[config.mk]
export PLATFORM = sky130hd
export DESIGN_NAME = unibus_mem_slave
export DESIGN_NICKNAME = d
export VERILOG_FILES = /design/src/rtl/unibus_mem_slave_pkg.sv /design/src/rtl/unibus_sync2.sv /design/src/rtl/unibus_mem_slave.sv
export SDC_FILE = /design/constraint.sdc
export NUM_CORES = 1
export LEC_CHECK = 0
export BUFFER_PORTS_ARGS = -buffer_cell sky130_fd_sc_hd__buf_2
export CELL_PAD_IN_SITES_DETAIL_PLACEMENT = 0
export CELL_PAD_IN_SITES_GLOBAL_PLACEMENT = 2
export CORE_MARGIN = 2
export CORE_UTILIZATION = 29
export CTS_CLUSTER_DIAMETER = 150
export DETAILED_ROUTE_END_ITERATION = 16
export PLACE_DENSITY_LB_ADDON = 0.1
export SYNTH_ARGS = -nofsm -noshare
export SYNTH_HDL_FRONTEND = slang
export SYNTH_SLANG_ARGS = --single-unit
export TNS_END_PERCENT = 100
[constraint.sdc]
create_clock -name CLOCK -period 1.9 [get_ports CLOCK]
set_input_delay 0.285 -clock CLOCK [delete_from_list [all_inputs] [get_ports CLOCK]]
set_output_delay 0.285 -clock CLOCK [all_outputs]
set_load 0.01 [all_outputs]
[src/rtl/unibus_mem_slave_pkg.sv]
// Shared definitions for the Unibus memory slave: bus function codes, FSM states
// and the byte-lane parity helpers used on the 18-bit external memory.
package unibus_mem_slave_pkg;

    typedef enum logic [1:0] {
        FN_DATI  = 2'b00,
        FN_DATIP = 2'b01,
        FN_DATO  = 2'b10,
        FN_DATOB = 2'b11
    } func_t;

    typedef enum logic [2:0] {
        ST_IDLE,
        ST_MEMRD,
        ST_RDLAT,
        ST_MEMWR,
        ST_DRIVE,
        ST_SSYN,
        ST_RELEASE
    } state_t;

    // Parity bit that makes the 9-bit lane {par, byte} contain an odd number of ones.
    function automatic logic odd_par(input logic [7:0] b);
        return ~^b;
    endfunction

    function automatic logic lane_par_bad(input logic [8:0] lane);
        return ~^lane;
    endfunction

endpackage

[src/rtl/unibus_sync2.sv]
// Two-flop synchronizer for asynchronous bus control lines into the CLOCK domain.
module unibus_sync2 #(
    parameter int W = 1
) (
    input  logic         CLOCK,
    input  logic         RESET_N,
    input  logic [W-1:0] d,
    output logic [W-1:0] q
);

    logic [W-1:0] meta_reg;
    logic [W-1:0] sync_reg;

    always_ff @(posedge CLOCK or negedge RESET_N) begin
        if (!RESET_N) begin
            meta_reg <= '0;
            sync_reg <= '0;
        end else begin
            meta_reg <= d;
            sync_reg <= meta_reg;
        end
    end

    assign q = sync_reg;

endmodule

[src/rtl/unibus_mem_slave.sv]
// Unibus main-memory slave: decodes MSYN cycles below the I/O page, runs DATI/DATIP/
// DATO/DATOB against an 18-bit registered RAM and answers with data, parity and SSYN.
module unibus_mem_slave
    import unibus_mem_slave_pkg::*;
#(
    parameter logic [17:0] MEMTOP  = 18'o760000,
    parameter int          SSYNDLY = 5
) (
    input  logic        CLOCK,
    input  logic        RESET_N,
    input  logic        enable,
    input  logic        paren,
    input  logic        init_in_h,
    input  logic        msyn_in_h,
    input  logic [17:0] a_in_h,
    input  logic [1:0]  c_in_h,
    input  logic [15:0] d_in_h,
    output logic [15:0] d_out_h,
    output logic        pa_out_h,
    output logic        pb_out_h,
    output logic        ssyn_out_h,
    output logic [16:0] extmemaddr,
    output logic [17:0] extmemdout,
    input  logic [17:0] extmemdin,
    output logic        extmemenab,
    output logic [1:0]  extmemwena,
    output logic [15:0] parerrcnt
);

    logic msyn_s;
    logic init_s;

    unibus_sync2 #(.W(2)) u_sync (
        .CLOCK   (CLOCK),
        .RESET_N (RESET_N),
        .d       ({init_in_h, msyn_in_h}),
        .q       ({init_s, msyn_s})
    );

    state_t      state_reg, state_next;
    logic [17:0] addr_reg;
    func_t       func_reg;
    logic [15:0] wdata_reg;
    logic [15:0] rdata_reg;
    logic        perr_reg;
    logic [7:0]  cnt_reg, cnt_next;
    logic [15:0] parerrcnt_reg;
    logic        need_low_reg;
    logic        accept;
    logic        rd_err;
    logic        drive_rd;

    assign rd_err = lane_par_bad(extmemdin[8:0]) | lane_par_bad(extmemdin[17:9]);

    always_comb begin
        state_next = state_reg;
        accept     = 1'b0;
        if (init_s) begin
            state_next = ST_IDLE;
        end else begin
            case (state_reg)
                ST_IDLE: begin
                    if (msyn_s && !need_low_reg && enable && !init_in_h && (a_in_h < MEMTOP)) begin
                        accept     = 1'b1;
                        state_next = c_in_h[1] ? ST_MEMWR : ST_MEMRD;
                    end
                end
                ST_MEMRD:   state_next = ST_RDLAT;
                // An aborted cycle still completes its RAM access but never raises SSYN.
                ST_RDLAT:   state_next = msyn_s ? ST_DRIVE : ST_RELEASE;
                ST_MEMWR:   state_next = msyn_s ? ST_DRIVE : ST_RELEASE;
                ST_DRIVE: begin
                    if (!msyn_s)
                        state_next = ST_RELEASE;
                    else if (cnt_reg == 8'(SSYNDLY - 1))
                        state_next = ST_SSYN;
                end
                ST_SSYN:    if (!msyn_s) state_next = ST_RELEASE;
                ST_RELEASE: state_next = ST_IDLE;
                default:    state_next = ST_IDLE;
            endcase
        end
    end

    assign cnt_next = (state_reg == ST_DRIVE && state_next == ST_DRIVE) ? cnt_reg + 8'd1 : 8'd0;

    always_ff @(posedge CLOCK or negedge RESET_N) begin
        if (!RESET_N) begin
            state_reg     <= ST_IDLE;
            addr_reg      <= '0;
            func_reg      <= FN_DATI;
            wdata_reg     <= '0;
            rdata_reg     <= '0;
            perr_reg      <= 1'b0;
            cnt_reg       <= '0;
            parerrcnt_reg <= '0;
            need_low_reg  <= 1'b0;
        end else begin
            state_reg <= state_next;
            cnt_reg   <= cnt_next;
            if (accept) begin
                addr_reg  <= a_in_h;
                func_reg  <= func_t'(c_in_h);
                wdata_reg <= d_in_h;
            end
            if (state_reg == ST_RDLAT) begin
                rdata_reg <= {extmemdin[16:9], extmemdin[7:0]};
                perr_reg  <= paren & rd_err;
            end
            if (state_reg == ST_RDLAT && state_next == ST_DRIVE && paren && rd_err &&
                parerrcnt_reg != 16'hFFFF)
                parerrcnt_reg <= parerrcnt_reg + 16'd1;
            // After INIT a still-asserted MSYN belongs to the cancelled cycle.
            if (init_s && msyn_s)
                need_low_reg <= 1'b1;
            else if (!msyn_s)
                need_low_reg <= 1'b0;
        end
    end

    assign drive_rd   = (state_reg == ST_DRIVE || state_reg == ST_SSYN) && !func_reg[1];
    assign d_out_h    = drive_rd ? rdata_reg : 16'd0;
    assign pa_out_h   = drive_rd & perr_reg;
    assign pb_out_h   = drive_rd & perr_reg;
    assign ssyn_out_h = (state_reg == ST_SSYN);
    assign parerrcnt  = parerrcnt_reg;

    assign extmemaddr = addr_reg[17:1];
    assign extmemenab = (state_reg == ST_MEMRD) || (state_reg == ST_MEMWR);

    always_comb begin
        extmemwena = 2'b00;
        extmemdout = '0;
        if (state_reg == ST_MEMWR) begin
            extmemdout = {odd_par(wdata_reg[15:8]), wdata_reg[15:8],
                          odd_par(wdata_reg[7:0]),  wdata_reg[7:0]};
            if (func_reg == FN_DATOB)
                extmemwena = addr_reg[0] ? 2'b10 : 2'b01;
            else
                extmemwena = 2'b11;
        end
    end

endmodule

Yosys cells after proc, flatten, opt, wreduce, memory -nomap -nowiden --
Cells that the tools add are included.
Cells by class: bitwise operators 3, multiply operators 0, shifts and indexed selects 0, multiplexer cells 19, equality and inequality tests 10, div/mod/pow operators 0, reduce and logical (&&, ||, !) cells 22, $add $sub $neg 2, order comparisons 1
Operators with widths (count):
- < comparator 18 bit (second input constant) | 1
- two-way mux 18 bit | 1
- XNOR reduction 9 bit | 2
- adder 16 x 1 -> 16 bit (second input constant) | 1
- two-way mux 16 bit | 1
- != test 16 bit (second input constant) | 1
- XNOR reduction 8 bit | 2
- two-way mux 3 bit | 5
- case mux 3 bit (5 select lines) | 1
- logical AND 1 bit | 11
- two-way mux 2 bit | 5
- equality test 3 bit (second input constant) | 3
- adder 8 x 1 -> 8 bit (second input constant) | 1
- equality test 8 x 3 -> 1 bit (second input constant) | 1
- two-way mux 8 bit | 1
- equality test 3 x 2 -> 1 bit (second input constant) | 2
- two-way mux 1 bit | 5
- equality test 3 x 1 -> 1 bit (second input constant) | 1
- zero test 1 bit | 3
- zero test 3 bit | 1
- AND 1 bit | 2
- equality test 2 bit (second input constant) | 1
- logical OR 1 bit | 2
- != test 2 bit (second input constant) | 1
- 2 further kinds | 2
Word-level totals: register bits 85, bits in latches 0, logic and storage cells 68, memories 0, bits in writable memories 0, memory bits (read-only) 0

Logic depth before layout (Yosys ltp) --
Gate-level depths: netlist of the first run.
depth after elaboration 13, depth in mapped cells 8, mapped depth without buffers 7

Cells and area by module --
A second synthesis of the first run with hierarchy kept.
Second synthesis, totals: cells, all modules 393, area, all modules 4195.3 sq um
Modules (own cells, without submodules):
- unibus_mem_slave | times used 1, cells each 389, area each 4095.2 sq um
- unibus_sync2 | times used 1, cells each 4, area each 100.1 sq um

Worst setup path after synthesis of the first run --
Ideal clock, no wire load.
path type register to register, start register u_sync.sync_reg[0], in the netlist u_sync.q[0], end register addr_reg[1], setup slack 71 ps, library setup time 125 ps, clock period less this slack 1829 ps, path buffers 1, cell stages (with the launch flop) 7, data arrival time 1704 ps, cells stage by stage dfrtp_1 inv_1 nor4b_1 nand3_1 nor2_4 buf_6 mux2_2
On the way: cells in the longest elaborated chain, start to end 7
RTL lines:
- start, declared | RTL line unibus_sync2.sv:12 | logic [W-1:0] sync_reg;
- start signal, assigned | RTL line unibus_sync2.sv:20 | sync_reg <= meta_reg;
- logical AND 1 bit (4 in a row) | RTL line unibus_mem_slave.sv:63 | if (msyn_s && !need_low_reg && enable && !init_in_h && (a_in_h < MEMTOP)) begin
- two-way mux 1 bit | RTL line unibus_mem_slave.sv:63
- two-way mux 1 bit | RTL line unibus_mem_slave.sv:61 | case (state_reg)
- two-way mux 1 bit | RTL line unibus_mem_slave.sv:58 | if (init_s) begin
- end signal, assigned | RTL line unibus_mem_slave.sv:102 | addr_reg <= a_in_h;
- end, declared | RTL line unibus_mem_slave.sv:41 | logic [17:0] addr_reg;
No other way between the ends. A chain may end at the register's enable or synchronous reset.

Worst setup path in the final report of the first run --
start register state_reg[1], end output pa_out_h
On the way: cells in the longest elaborated chain, start to end 4, elaborated cells between the ends (all ways) 5, those cells by class eq/ne (2); bitwise (1); reduce/logical (2)
RTL lines:
- start, declared | RTL line unibus_mem_slave.sv:40 | state_t state_reg, state_next;
- start signal, assigned | RTL line unibus_mem_slave.sv:99 | state_reg <= state_next;
- equality test 3 bit | RTL line unibus_mem_slave.sv:121 | assign drive_rd = (state_reg == ST_DRIVE || state_reg == ST_SSYN) && !func_reg[1];
- logical OR 1 bit (*) | RTL line unibus_mem_slave.sv:121
- logical AND 1 bit (*) | RTL line unibus_mem_slave.sv:121
- AND 1 bit (*) | RTL line unibus_mem_slave.sv:123 | assign pa_out_h = drive_rd & perr_reg;
- end, declared | RTL line unibus_mem_slave.sv:19 | output logic pa_out_h,
Every way passes the cells marked *; elsewhere a longest branch is shown, timed or not.

==> results of run 1 <==
-- layout make-up --
| class | instances | area [sq um] |
|---|---|---|
| multi-input cells | 221 | 1890 |
| clock inverters | 3 | 15.0 |
| flip-flops and latches | 85 | 2130 |
| repair buffers | 166 | 1140 |
| fillers | 1405 | 8260 |
| inverters | 8 | 30.0 |
| clock buffers | 10 | 239 |
| well taps | 180 | 225 |
-- worst paths after layout --
| check | start | end | slack (ps) | cells past startpoint |
|---|---|---|---|---|
| min | msyn_in_h | u_sync.meta_reg[0] | 60 | 1 |
| min reg2reg | u_sync.meta_reg[1] | u_sync.q[1] | 360 | 0 |
| max | state_reg[1] | pa_out_h | 2 | 6 |
| max in group asynchronous | RESET_N | parerrcnt[3] | 860 | 3 |
| max reg2reg | state_reg[2] | addr_reg[7] | 80 | 5 |
| min in group asynchronous | RESET_N | parerrcnt[0] | 460 | 2 |
-- cells in the mapped netlist --
cell / number
or4_1: 1
nand2_1: 7
nor3_1: 2
o22a_1: 1
nor4_1: 1
o21ai_0: 1
xnor3_1: 1
buf_6: 4
nor2b_1: 1
a41o_1: 1
a21boi_2: 1
xnor2_1: 39
nor3b_4: 1
clkbuf_1: 7
and2_1: 18
dfrtp_1: 85
nor2_4: 1
and3_1: 29
xnor3_2: 1
nand2b_1: 3
nor2_1: 16
nand3_1: 11
buf_2: 2
o21a_1: 1
and4_1: 1
mux2_4: 1
a21oi_1: 3
mux2i_1: 1
nor4b_1: 1
mux2_1: 1
ha_1: 3
buf_4: 19
nand3_2: 1
xor2_1: 7
mux2_2: 51
a31oi_1: 2
inv_1: 8
nand4_1: 11
a221oi_1: 1
-- power breakdown --
part	total [uW]	leakage [uW]	switching [uW]	internal [uW]
Combinational	1360	0.00158	540	823
Sequential	2490	0.00107	261	2230
Clock	1580	0.000130	692	893
Total	5440	0.00278	1490	3950
-- metal layers --
layer,routed length [um],vias up,global-route usage
met5,13,-,0
met4,161,2,0.0582
met3,532,14,0.0371
met2,4770,76,0.223
met1,4470,1503,0.174
li1,-,1461,-
-- through the flow --
stage,area (sq um),power [uW]
2_1_floorplan,4170,3460
3_3_place_gp,5060,3780
3_5_place_dp,5060,3800
4_1_cts,5550,5500
5_1_grt,5670,5780
6_report,5670,5440
-- critical path, cell delays in order, from the launching register on --
cell and delay, ps:
dfrtp_1 420, buf_8 140, nand2b_4 140, nor2_4 170, buf_6 160, and2_4 150, buf_6 100
-- logic make-up after synthesis --
family,after synthesis,share of synthesized area
adder cells (fa/ha/maj),3,0.00901
buffers and inverters,40,0.0609
AO/OA/AOI/OAI,11,0.0189
AND/OR/NAND/NOR,105,0.147
flip-flops,85,0.510
multiplexers,54,0.147
XOR/XNOR,48,0.108
-- timing repair --
action                                  in CTS  in global routing
setup buffers                                4                  2
resized for setup                           37                 26
hold buffers                                 1                  0
endpoints found under the setup margin      32                 80
pin swaps                                   17                  5
hold endpoints to repair                    32                  0
cloned                                       3                  0
==> reports/qor.txt, run 1 <==
=====================================================================================
Most frequent standard cell in the layout excluding fill and tap cells .        buf_2
Leading post-synthesis cells by cell area .............................. dfrtp_1, mux2_2, xnor2_1, and3_1, buf_4
Post-Synthesis Cell Area ...............................................   4170 sq um
Clock tree from TritonCTS ..............................................          yes
Pin count of the biggest net entering global routing ...................           36
Die boundary height ....................................................       124 um
Final std cells w/o fill ...............................................          673
Run status .............................................................    completed
Gp weighted congestion .................................................        0.760
Routed WL per cell .....................................................      14.8 um
Max-capacitance violation count ........................................            0
Commonest cells after routing, fill and taps aside ..................... buf_2, dfrtp_1, mux2_2
Critical path class ....................................................      reg2out
Insertion delay of the later-clocked pin in the worst-skew pair ........       330 ps
Count of final setup violators .........................................            0
Setup tns final ........................................................         0 ps
Total of warnings raised by yosys ......................................            0
Detailed router's first-iteration violation count ......................           99
Antenna Diode Count ....................................................            0
Via count of the first global-routing pass .............................        3,171
Average size of a mapped cell ..........................................   12.0 sq um
Number of port buffers .................................................          132
Reg clk slew, reported paths ...........................................        60 ps
Number of DRC violations after detailed routing ........................            0
Initial Util ...........................................................        0.299
Placement Setup Slack ..................................................      -109 ps
# rows .................................................................           43
Wire length of the first global-routing pass ...........................    15,900 um
Number of iterations in the first detailed-routing pass ................            4
Final Hold Violating Endpoints .........................................            0
Post-route clock period utilization ....................................        0.999
Critical-path maximum fanout ...........................................            5
Endpoint type of the worst setup path ..................................  output port
Nets in the synthesized netlist ........................................          409
X dimension of the die .................................................       124 um
Worst-case vdd ir drop .................................................     0.424 mV
Number of buffers added by the clock tree synthesis step ...............            9
Crit path time final ...................................................      1900 ps
Count of distinct cell types in the synthesized netlist ................           39
Aggregate global-route resource usage ..................................        0.138
Number of antenna violations at the first check in global routing ......            1
NumNets Final ..........................................................          554
Slew headroom ..........................................................        0.672
Fraction of layout cells with a size suffix above 1 ....................        0.540
Number of vias after detailed routing ..................................        3,056
Kind of start point of the critical path ...............................     register
DIE AREA ............................................................... 15,300 sq um
Area share of the largest cell type after synthesis ....................        0.510
Buffer type at the clock tree root .....................................    clkbuf_16
Part of the Yosys area used for sequential elements ....................        0.510
Vias per std cell ......................................................         4.54
Pwr/cell area ..........................................................  959 nW/um^2
Largest register FFs ...................................................           18
Top achievable clock speed .............................................      527 MHz
Final core utilization .................................................        0.407
Cells after DPL ........................................................          650
Remaining global-route overflow ........................................            0
Number of antenna-violating nets in the routed design ..................            0
WHS ....................................................................      57.6 ps
Transition time at the pin with the least slew margin ..................       492 ps
Static Leak ............................................................   0.00278 uW
Floorplan Core Area .................................................... 13,900 sq um
RSZ-0062 raised after global routing ...................................         true
Worst Setup Slack, final ...............................................      1.72 ps
Clock tree buffer depth ................................................            2
Required arrival time at the worst endpoint ............................      1620 ps
Worst hold path type ...................................................       in2reg
# H-tree levels ........................................................            3
Yosys top cell by area .................................................      dfrtp_1
Total count of max-transition violations in the final report ...........            0
Synthesis-to-layout area growth ........................................        36.1%
Worst path arrival time ................................................      1610 ps
Post-route clock skew ..................................................      5.73 ps
Register bit count reported by yosys ...................................           85
Detailed Route WL ......................................................      9940 um
Post-detail-place hpwl .................................................      7020 um
Sinks on the clock net .................................................           85
Num ports ..............................................................          133
Gate count of the mapped netlist .......................................          346
=====================================================================================
No activity file was read; power rests on OpenSTA's default activity.
==> run 2, diff against run 1 <==
CORE_UTILIZATION = 28   (was 29)
SETUP_SLACK_MARGIN = 0.3   (was not set)
SYNTH_HIERARCHICAL = 1   (was not set)
==> run 2 against run 1 <==
Critical path depth decreased by 1. Synthesized cell count is 14% higher. Flip-flop and latch count unchanged. Power rose by 52%. Count of clock-buffer cells in the layout increased by 3. Worst hold slack lost 4.3 ps. Sequential share of layout area down 7.3 points. Final area up 24%. Global-route usage grew 1.4 points.
==> reports/qor.txt, run 2 <==
=====================================================================================
Post-route clock period utilization ....................................        0.969   -0.0304
Leading post-synthesis cells by cell area .............................. dfrtp_1, mux2_2, nand2_1, xor2_1, xnor2_1
Final core utilization .................................................        0.482   +0.0754
Num ports ..............................................................          133   unchanged
Number of buffers added by the clock tree synthesis step ...............            9   unchanged
Buffer type at the clock tree root .....................................    clkbuf_16
Number of vias after detailed routing ..................................        3,438   +13%
Worst hold path type ...................................................       in2reg
Final Hold Violating Endpoints .........................................            0   unchanged
Routed WL per cell .....................................................      15.5 um   +4.7%
Worst path max stage delay .............................................       420 ps   about the same
# H-tree levels ........................................................            3   unchanged
NumNets Final ..........................................................          647   +17%
Endpoint type of the worst setup path ..................................  output port
DIE AREA ............................................................... 16,000 sq um   +4.1%
Number of port buffers .................................................          132   unchanged
Nets in the synthesized netlist ........................................          456   +11%
Gate count of the mapped netlist .......................................          393   +14%
Transition time at the pin with the least slew margin ..................       472 ps   -20.4 ps
Wire length of the first global-routing pass ...........................    19,000 um   +19%
Synthesis-to-layout area growth ........................................        67.8%
Largest register FFs ...................................................           18   unchanged
Post-Synthesis Cell Area ...............................................   4200 sq um   +0.66%
Antenna Diode Count ....................................................            0   unchanged
Number of antenna violations at the first check in global routing ......            0   -1
Kind of start point of the critical path ...............................     register
Run status .............................................................    completed
Total of warnings raised by yosys ......................................            6   +6
Vias per std cell ......................................................         4.45   -2.1%
Count of final setup violators .........................................            0   unchanged
Synth async-reset ratio ................................................         1.00   unchanged
RSZ-0062 raised after global routing ...................................         true
Number of DRC violations after detailed routing ........................            0   unchanged
Register bit count reported by yosys ...................................           85   unchanged
Most common cell on crit path ..........................................        buf_6
Average size of a mapped cell ..........................................   10.7 sq um   -11%
Aggregate global-route resource usage ..................................        0.152   +0.0141
Pin count of the biggest net entering global routing ...................           36   unchanged
# rows .................................................................           44   +2.3%
Slew headroom ..........................................................        0.686   +0.0136
Via count of the first global-routing pass .............................        3,611   +14%
Pwr/cell area .......................................................... 1170 nW/um^2   +22%
Crit path time final ...................................................      1840 ps   -57.7 ps
Post-route clock skew ..................................................      5.53 ps   -0.197 ps
Critical-path maximum fanout ...........................................            8   +3
Area share of the largest cell type after synthesis ....................        0.507   -0.00335
Worst path arrival time ................................................      1560 ps   -50 ps
X dimension of the die .................................................       126 um   +2.0%
Number of antenna-violating nets in the routed design ..................            0   unchanged
Floorplan Core Area .................................................... 14,600 sq um   +4.7%
Detailed router's first-iteration violation count ......................           86   -13%
Number of iterations in the first detailed-routing pass ................            4   unchanged
Multi-input logic area .................................................   2440 sq um   +29%
Top cell types by occurrence after synthesis ........................... dfrtp_1, nand2_1, mux2_2
Reg clk slew, reported paths ...........................................        60 ps   about the same
Max-capacitance violation count ........................................            0   unchanged
Die boundary height ....................................................       126 um   +2.0%
Ordered list of cells on the worst path ................................ buf_6, nor2b_4, buf_6, and3_4, buf_6
Required arrival time at the worst endpoint ............................      1620 ps   about the same
Worst Setup Slack, final ...............................................      59.5 ps   +57.7 ps
Insertion delay of the later-clocked pin in the worst-skew pair ........       340 ps   about the same
Fraction of layout cells with a size suffix above 1 ....................        0.584   +0.0445
Most frequent standard cell in the layout excluding fill and tap cells .        buf_2
Count of distinct cell types in the synthesized netlist ................           32   -18%
Part of the Yosys area used for sequential elements ....................        0.507   -0.00335
Remaining global-route overflow ........................................            0   unchanged
Number of enable-type register cells in the synthesized netlist ........            0   unchanged
Total count of max-transition violations in the final report ...........            0   unchanged
Top FF cell, synth .....................................................      dfrtp_1
Clock tree buffer depth ................................................            2   unchanged
Detailed Route WL ......................................................    12,000 um   +20%
Register area ..........................................................   2130 sq um   unchanged
Yosys top cell by area .................................................      dfrtp_1
Commonest cells after routing, fill and taps aside ..................... buf_2, dfrtp_1, nand2_1
Worst-case vdd ir drop .................................................     0.576 mV   +36%
Sinks on the clock net .................................................           85   unchanged
Placement Setup Slack ..................................................      -210 ps   -101 ps
Initial Util ...........................................................        0.288   -0.0115
Top achievable clock speed .............................................      543 MHz   +3.1%
Critical path class ....................................................      reg2out
Fill cell instance count of the final layout ...........................        1,372   -2.3%
Post-detail-place hpwl .................................................      7360 um   +5.0%
Post-layout total power ................................................      8250 uW   +52%
Gp weighted congestion .................................................        0.743   -2.3%
Cell type of the slowest stage on the worst timing path ................      dfrtp_1
Clock tree from TritonCTS ..............................................          yes
Static Leak ............................................................   0.00347 uW   +25%
Library cell with the highest instance count after synthesis ...........      dfrtp_1
=====================================================================================
-- run 2: changes by cell type in the layout (fill, tap and decap cells not counted), sizes merged, moves of 5 or more --
cell	delta
and3	-11
buf	+46
mux2	-15
nand2	+64
nand4	-9
nor2	+5
nor3	+10
nor4	+5
xnor2	-17
xor2	+17
-- run 2: area by class of cell --
cell class	count	area share
multi-input combinational	271	0.347
sequential	85	0.303
clock inverter	3	0.00960
inverter	6	0.00320
clock buffer	13	0.0370
tap	184	0.0327
timing repair buffer	211	0.268
-- run 2: worst paths after layout --
path	from	end	slack, ps	depth (start not counted)
min in group asynchronous	RESET_N	rdata_reg[14]	430	2
setup / recovery	state_reg[2]	extmemdout[1]	60	5
max in group asynchronous	RESET_N	state_reg[1]	800	3
setup reg to reg	state_reg[2]	parerrcnt[14]	100	7
hold reg to reg	u_sync/meta_reg[1]	u_sync/q[1]	350	0
hold / removal	msyn_in_h	u_sync/meta_reg[0]	50	1
-- run 2: critical path, delay by kind of cell (launching register included) --
kind                   cells  cell delay, ps
flip-flops                 1             420
AND/OR/NAND/NOR            2             390
buffers and inverters      3             400
-- run 2: report_power, final --
part | total [uW] | leakage [uW] | internal (uW) | switching, uW
Clock | 1950 | 0.000156 | 1230 | 727
Combinational | 3320 | 0.00227 | 1930 | 1390
Sequential | 2980 | 0.00105 | 2470 | 511
Total | 8250 | 0.00347 | 5620 | 2630
-- run 2: through the flow --
| step | setup TNS [ps] | cells | area [sq um] | hold WS, ps |
|---|---|---|---|---|
| after global routing | -152 | 773 | 7040 | 38.8 |
| after CTS | 0 | 762 | 6400 | 33.7 |
| after global placement | -1380 | 709 | 5250 | 278 |
| after detailed placement | -2050 | 709 | 5250 | 280 |
| after floorplan | 0 | 393 | 4300 | -10.6 |
| final | 0 | 773 | 7040 | 53.3 |
-- run 2: logic make-up (layout without fill, tap and decap cells) --
group	after synthesis	count (layout)	share of synthesized area
mux	38	38	0.102
xor+xnor	48	48	0.107
compound gates	9	9	0.0137
fa+ha+maj	4	4	0.0113
simple gates	172	172	0.207
buf+inv	37	233	0.0522
flops	85	85	0.507
-- run 2: metal layers --
| layer | GRT usage | vias to the layer above | routed length (um) |
|---|---|---|---|
| met4 | 0.0472 | 0 | 184 |
| li1 | - | 1676 | - |
| met1 | 0.187 | 1662 | 5140 |
| met2 | 0.253 | 87 | 5830 |
| met5 | 0 | - | 0 |
| met3 | 0.0510 | 13 | 802 |
-- run 2: timing repair --
action	CTS	global route
hold buffers	1	0
pin swaps	19	37
endpoints found under the hold margin	32	0
cloned	9	0
gates resized for setup	82	121
endpoints found under the setup margin	91	99
buffers inserted	27	11
==> run 3, diff against run 2 <==
GPL_TIMING_DRIVEN = 0   (was not set)
==> run 3 against run 2 <==
The flow now finishes with violations (negative setup slack). Worst hold slack got worse by 6.9 ps. Non-clock buffer count rose by 15. Final cell count rose by 1.9%. Register-to-register slack got worse by 80 ps. Count of clock-buffer cells in the layout rose by 2. Clock power fell by 15%. Worst setup slack got worse by 68 ps. First-iteration DRC count rose by 42%. Flip-flop and latch count did not move.
==> reports/qor.txt, run 3 (synthesis gave the netlist of run 2 again) <==
=====================================================================================
Ordered list of cells on the worst path ................................ buf_8, nor2b_4, nor2b_4, buf_6, and2_4, buf_6
Remaining global-route overflow ........................................            0   unchanged
Detailed router's first-iteration violation count ......................          122   +42%
Count of final setup violators .........................................            2   +2
FF-to-FF Start ......................................................... state_reg[2]
Antenna Diode Count ....................................................            0   unchanged
Vias per std cell ......................................................         4.41   -0.82%
Floorplan Core Area .................................................... 14,600 sq um   unchanged
Total net switching power ..............................................      2660 uW   +0.94%
Top achievable clock speed .............................................      524 MHz   -3.6%
Post-detail-place hpwl .................................................      7520 um   +2.2%
Number of port buffers .................................................          132   unchanged
Post-layout total power ................................................      8310 uW   +0.74%
Worst-case reg-to-reg path depth .......................................            8   +1
Slew headroom ..........................................................        0.678   -0.00776
Synthesis-to-layout area growth ........................................        69.3%
Combinational fraction of design power .................................        0.444   +0.041
Static Leak ............................................................   0.00350 uW   +0.80%
Number of iterations in the first detailed-routing pass ................            4   unchanged
Number of DRC violations after detailed routing ........................            0   unchanged
Worst Hold Path EP ..................................................... u_sync/meta_reg[0]
Fraction of layout cells with a size suffix above 1 ....................        0.596   +0.0120
Num ports ..............................................................          133   unchanged
Insertion delay of the later-clocked pin in the worst-skew pair ........       340 ps   about the same
Post-route clock skew ..................................................      3.68 ps   -1.85 ps
Final Instance Area ....................................................   7100 sq um   +0.92%
Worst Setup Slack, final ...............................................     -8.65 ps   -68.1 ps
Die boundary height ....................................................       126 um   unchanged
X dimension of the die .................................................       126 um   unchanged
Critical-path maximum fanout ...........................................            5   -3
Critical path class ....................................................      reg2out
Kind of start point of the critical path ...............................     register
Detailed Route WL ......................................................    11,500 um   -3.7%
Register-to-register setup slack .......................................        20 ps   -80 ps
Endpoint type of the worst setup path ..................................  output port
Most frequent standard cell in the layout excluding fill and tap cells .        buf_2
Reg clk slew, reported paths ...........................................        60 ps   about the same
RSZ-0062 raised after global routing ...................................         true
# H-tree levels ........................................................            3   unchanged
Fraction of power consumed by the clock network ........................        0.199   -0.038
Worst path max stage delay .............................................       350 ps   -70 ps
Worst Hold Depth .......................................................            1   unchanged
Transition time at the pin with the least slew margin ..................       471 ps   -0.544 ps
Cell type of the slowest stage on the worst timing path ................      dfrtp_1
Via count of the first global-routing pass .............................        3,690   +2.2%
Number of vias after detailed routing ..................................        3,476   +1.1%
Buffer type at the clock tree root .....................................    clkbuf_16
Required arrival time at the worst endpoint ............................      1620 ps   about the same
Cell internal power dissipation ........................................      5660 uW   +0.65%
Total count of max-transition violations in the final report ...........            0   unchanged
Max-capacitance violation count ........................................            0   unchanged
Setup tns final ........................................................     -14.4 ps   -14.4 ps
Gp weighted congestion .................................................        0.748   +0.70%
Routed WL per cell .....................................................      14.6 um   -5.6%
Worst hold path type ...................................................       in2reg
Worst path arrival time ................................................      1620 ps   +60 ps
Number of antenna violations at the first check in global routing ......            0   unchanged
Start point of the worst hold path .....................................    msyn_in_h
Aggregate global-route resource usage ..................................        0.151   -0.00148
Run status ............................................................. finished with violations
Reg-to-reg endpoint .................................................... parerrcnt[14]
# rows .................................................................           44   unchanged
Flop pwr share .........................................................        0.357   -0.004
Number of buffers added by the clock tree synthesis step ...............            9   unchanged
Commonest cells after routing, fill and taps aside ..................... buf_2, dfrtp_1, nand2_1
Clock tree from TritonCTS ..............................................          yes
Worst-case vdd ir drop .................................................     0.605 mV   +5.0%
Clock tree buffer depth ................................................            2   unchanged
Largest register FFs ...................................................           18   unchanged
WHS ....................................................................      46.4 ps   -6.94 ps
Failing checks ......................................................... negative setup slack
Number of antenna-violating nets in the routed design ..................            0   unchanged
NumNets Final ..........................................................          662   +2.3%
Cell area after placement ..............................................   5220 sq um   -0.55%
Initial Util ...........................................................        0.288   unchanged
Crit path time final ...................................................      1910 ps   +68.1 ps
Final Hold Violating Endpoints .........................................            0   unchanged
Wire length of the first global-routing pass ...........................    19,000 um   +0.18%
Post-route clock period utilization ....................................         1.00   +0.0359
Sinks on the clock net .................................................           85   unchanged
Share of total power consumed by net switching .........................        0.319   +0.000623
Pin count of the biggest net entering global routing ...................           53   +47%
DIE AREA ............................................................... 16,000 sq um   unchanged
Pwr/cell area .......................................................... 1170 nW/um^2   -0.18%
=====================================================================================
==> run 3: cell count changes in the layout (fill, tap and decap cells not counted), moves of 3 or more <==
cell | before | now
and3_1 | 5 | 2
buf_4 | 41 | 50
buf_16 | 8 | 5
buf_8 | 2 | 10
and3_4 | 13 | 16
==> run 3: power groups by stage <==
stage / Clock, uW / Combinational, uW / Sequential [uW]
after floorplan: 0 / 1780 / 2880
after global placement: 0 / 2470 / 2930
after detailed placement: 0 / 2500 / 2950
after CTS: 1740 / 3430 / 2950
after global routing: 1810 / 4050 / 3060
final: 1650 / 3700 / 2960
==> run 3: timing repair <==
item | in CTS | in global routing
hold endpoints to repair | 33 | 0
cloned | 6 | 0
setup buffers | 38 | 17
pin swaps | 58 | 31
endpoints found under the setup margin | 103 | 112
resized for setup | 190 | 45
hold buffers | 1 | 0
==> run 3: layout make-up <==
type,count,area [sq um]
Buffer,31,324
Clock buffer,15,268
Clock inverter,1,5.00
Fill cell,1367,7490
Inverter,6,22.5
Multi-Input combinational cell,271,2480
Sequential cell,85,2130
Tap cell,184,230
Timing Repair Buffer,195,1640
==> run 3: routing by layer <==
layer | part of all wire | vias up | wire length, um | global-route usage
met3 | 0.068 | 6 | 777 | 0.0557
met4 | 0.010 | 0 | 120 | 0.0401
met5 | 0 | - | 0 | 0
li1 | - | 1694 | - | -
met2 | 0.48 | 90 | 5490 | 0.246
met1 | 0.44 | 1686 | 5120 | 0.188
==> run 3: stage by stage <==
stage / utilization / cells / setup WS [ps]
3_5_place_dp: 0.358 / 710 / -247
6_report: 0.487 / 788 / -8.65
5_1_grt: 0.487 / 788 / -107
4_1_cts: 0.466 / 771 / -45.6
2_1_floorplan: - / 393 / 62.8
3_3_place_gp: 0.356 / 709 / -363
==> run 3: worst max path at each step <==
stage / end / from / depth (start not counted)
2_1_floorplan: parerrcnt[14] / state_reg[2] / 7
3_3_place_gp: wdata_reg[8] / RESET_N / 1
3_5_place_dp: parerrcnt[8] / extmemdin[11] / 8
4_1_cts: d_out_h[9] / state_reg[2] / 6
5_1_grt: d_out_h[0] / state_reg[2] / 6
6_report: d_out_h[0] / state_reg[2] / 6
==> run 3: critical path, delay by kind of cell (launching register included) <==
family / cells / cell delay [ps]
flip-flops: 1 / 350
buffers and inverters: 3 / 380
AND/OR/NAND/NOR: 3 / 560
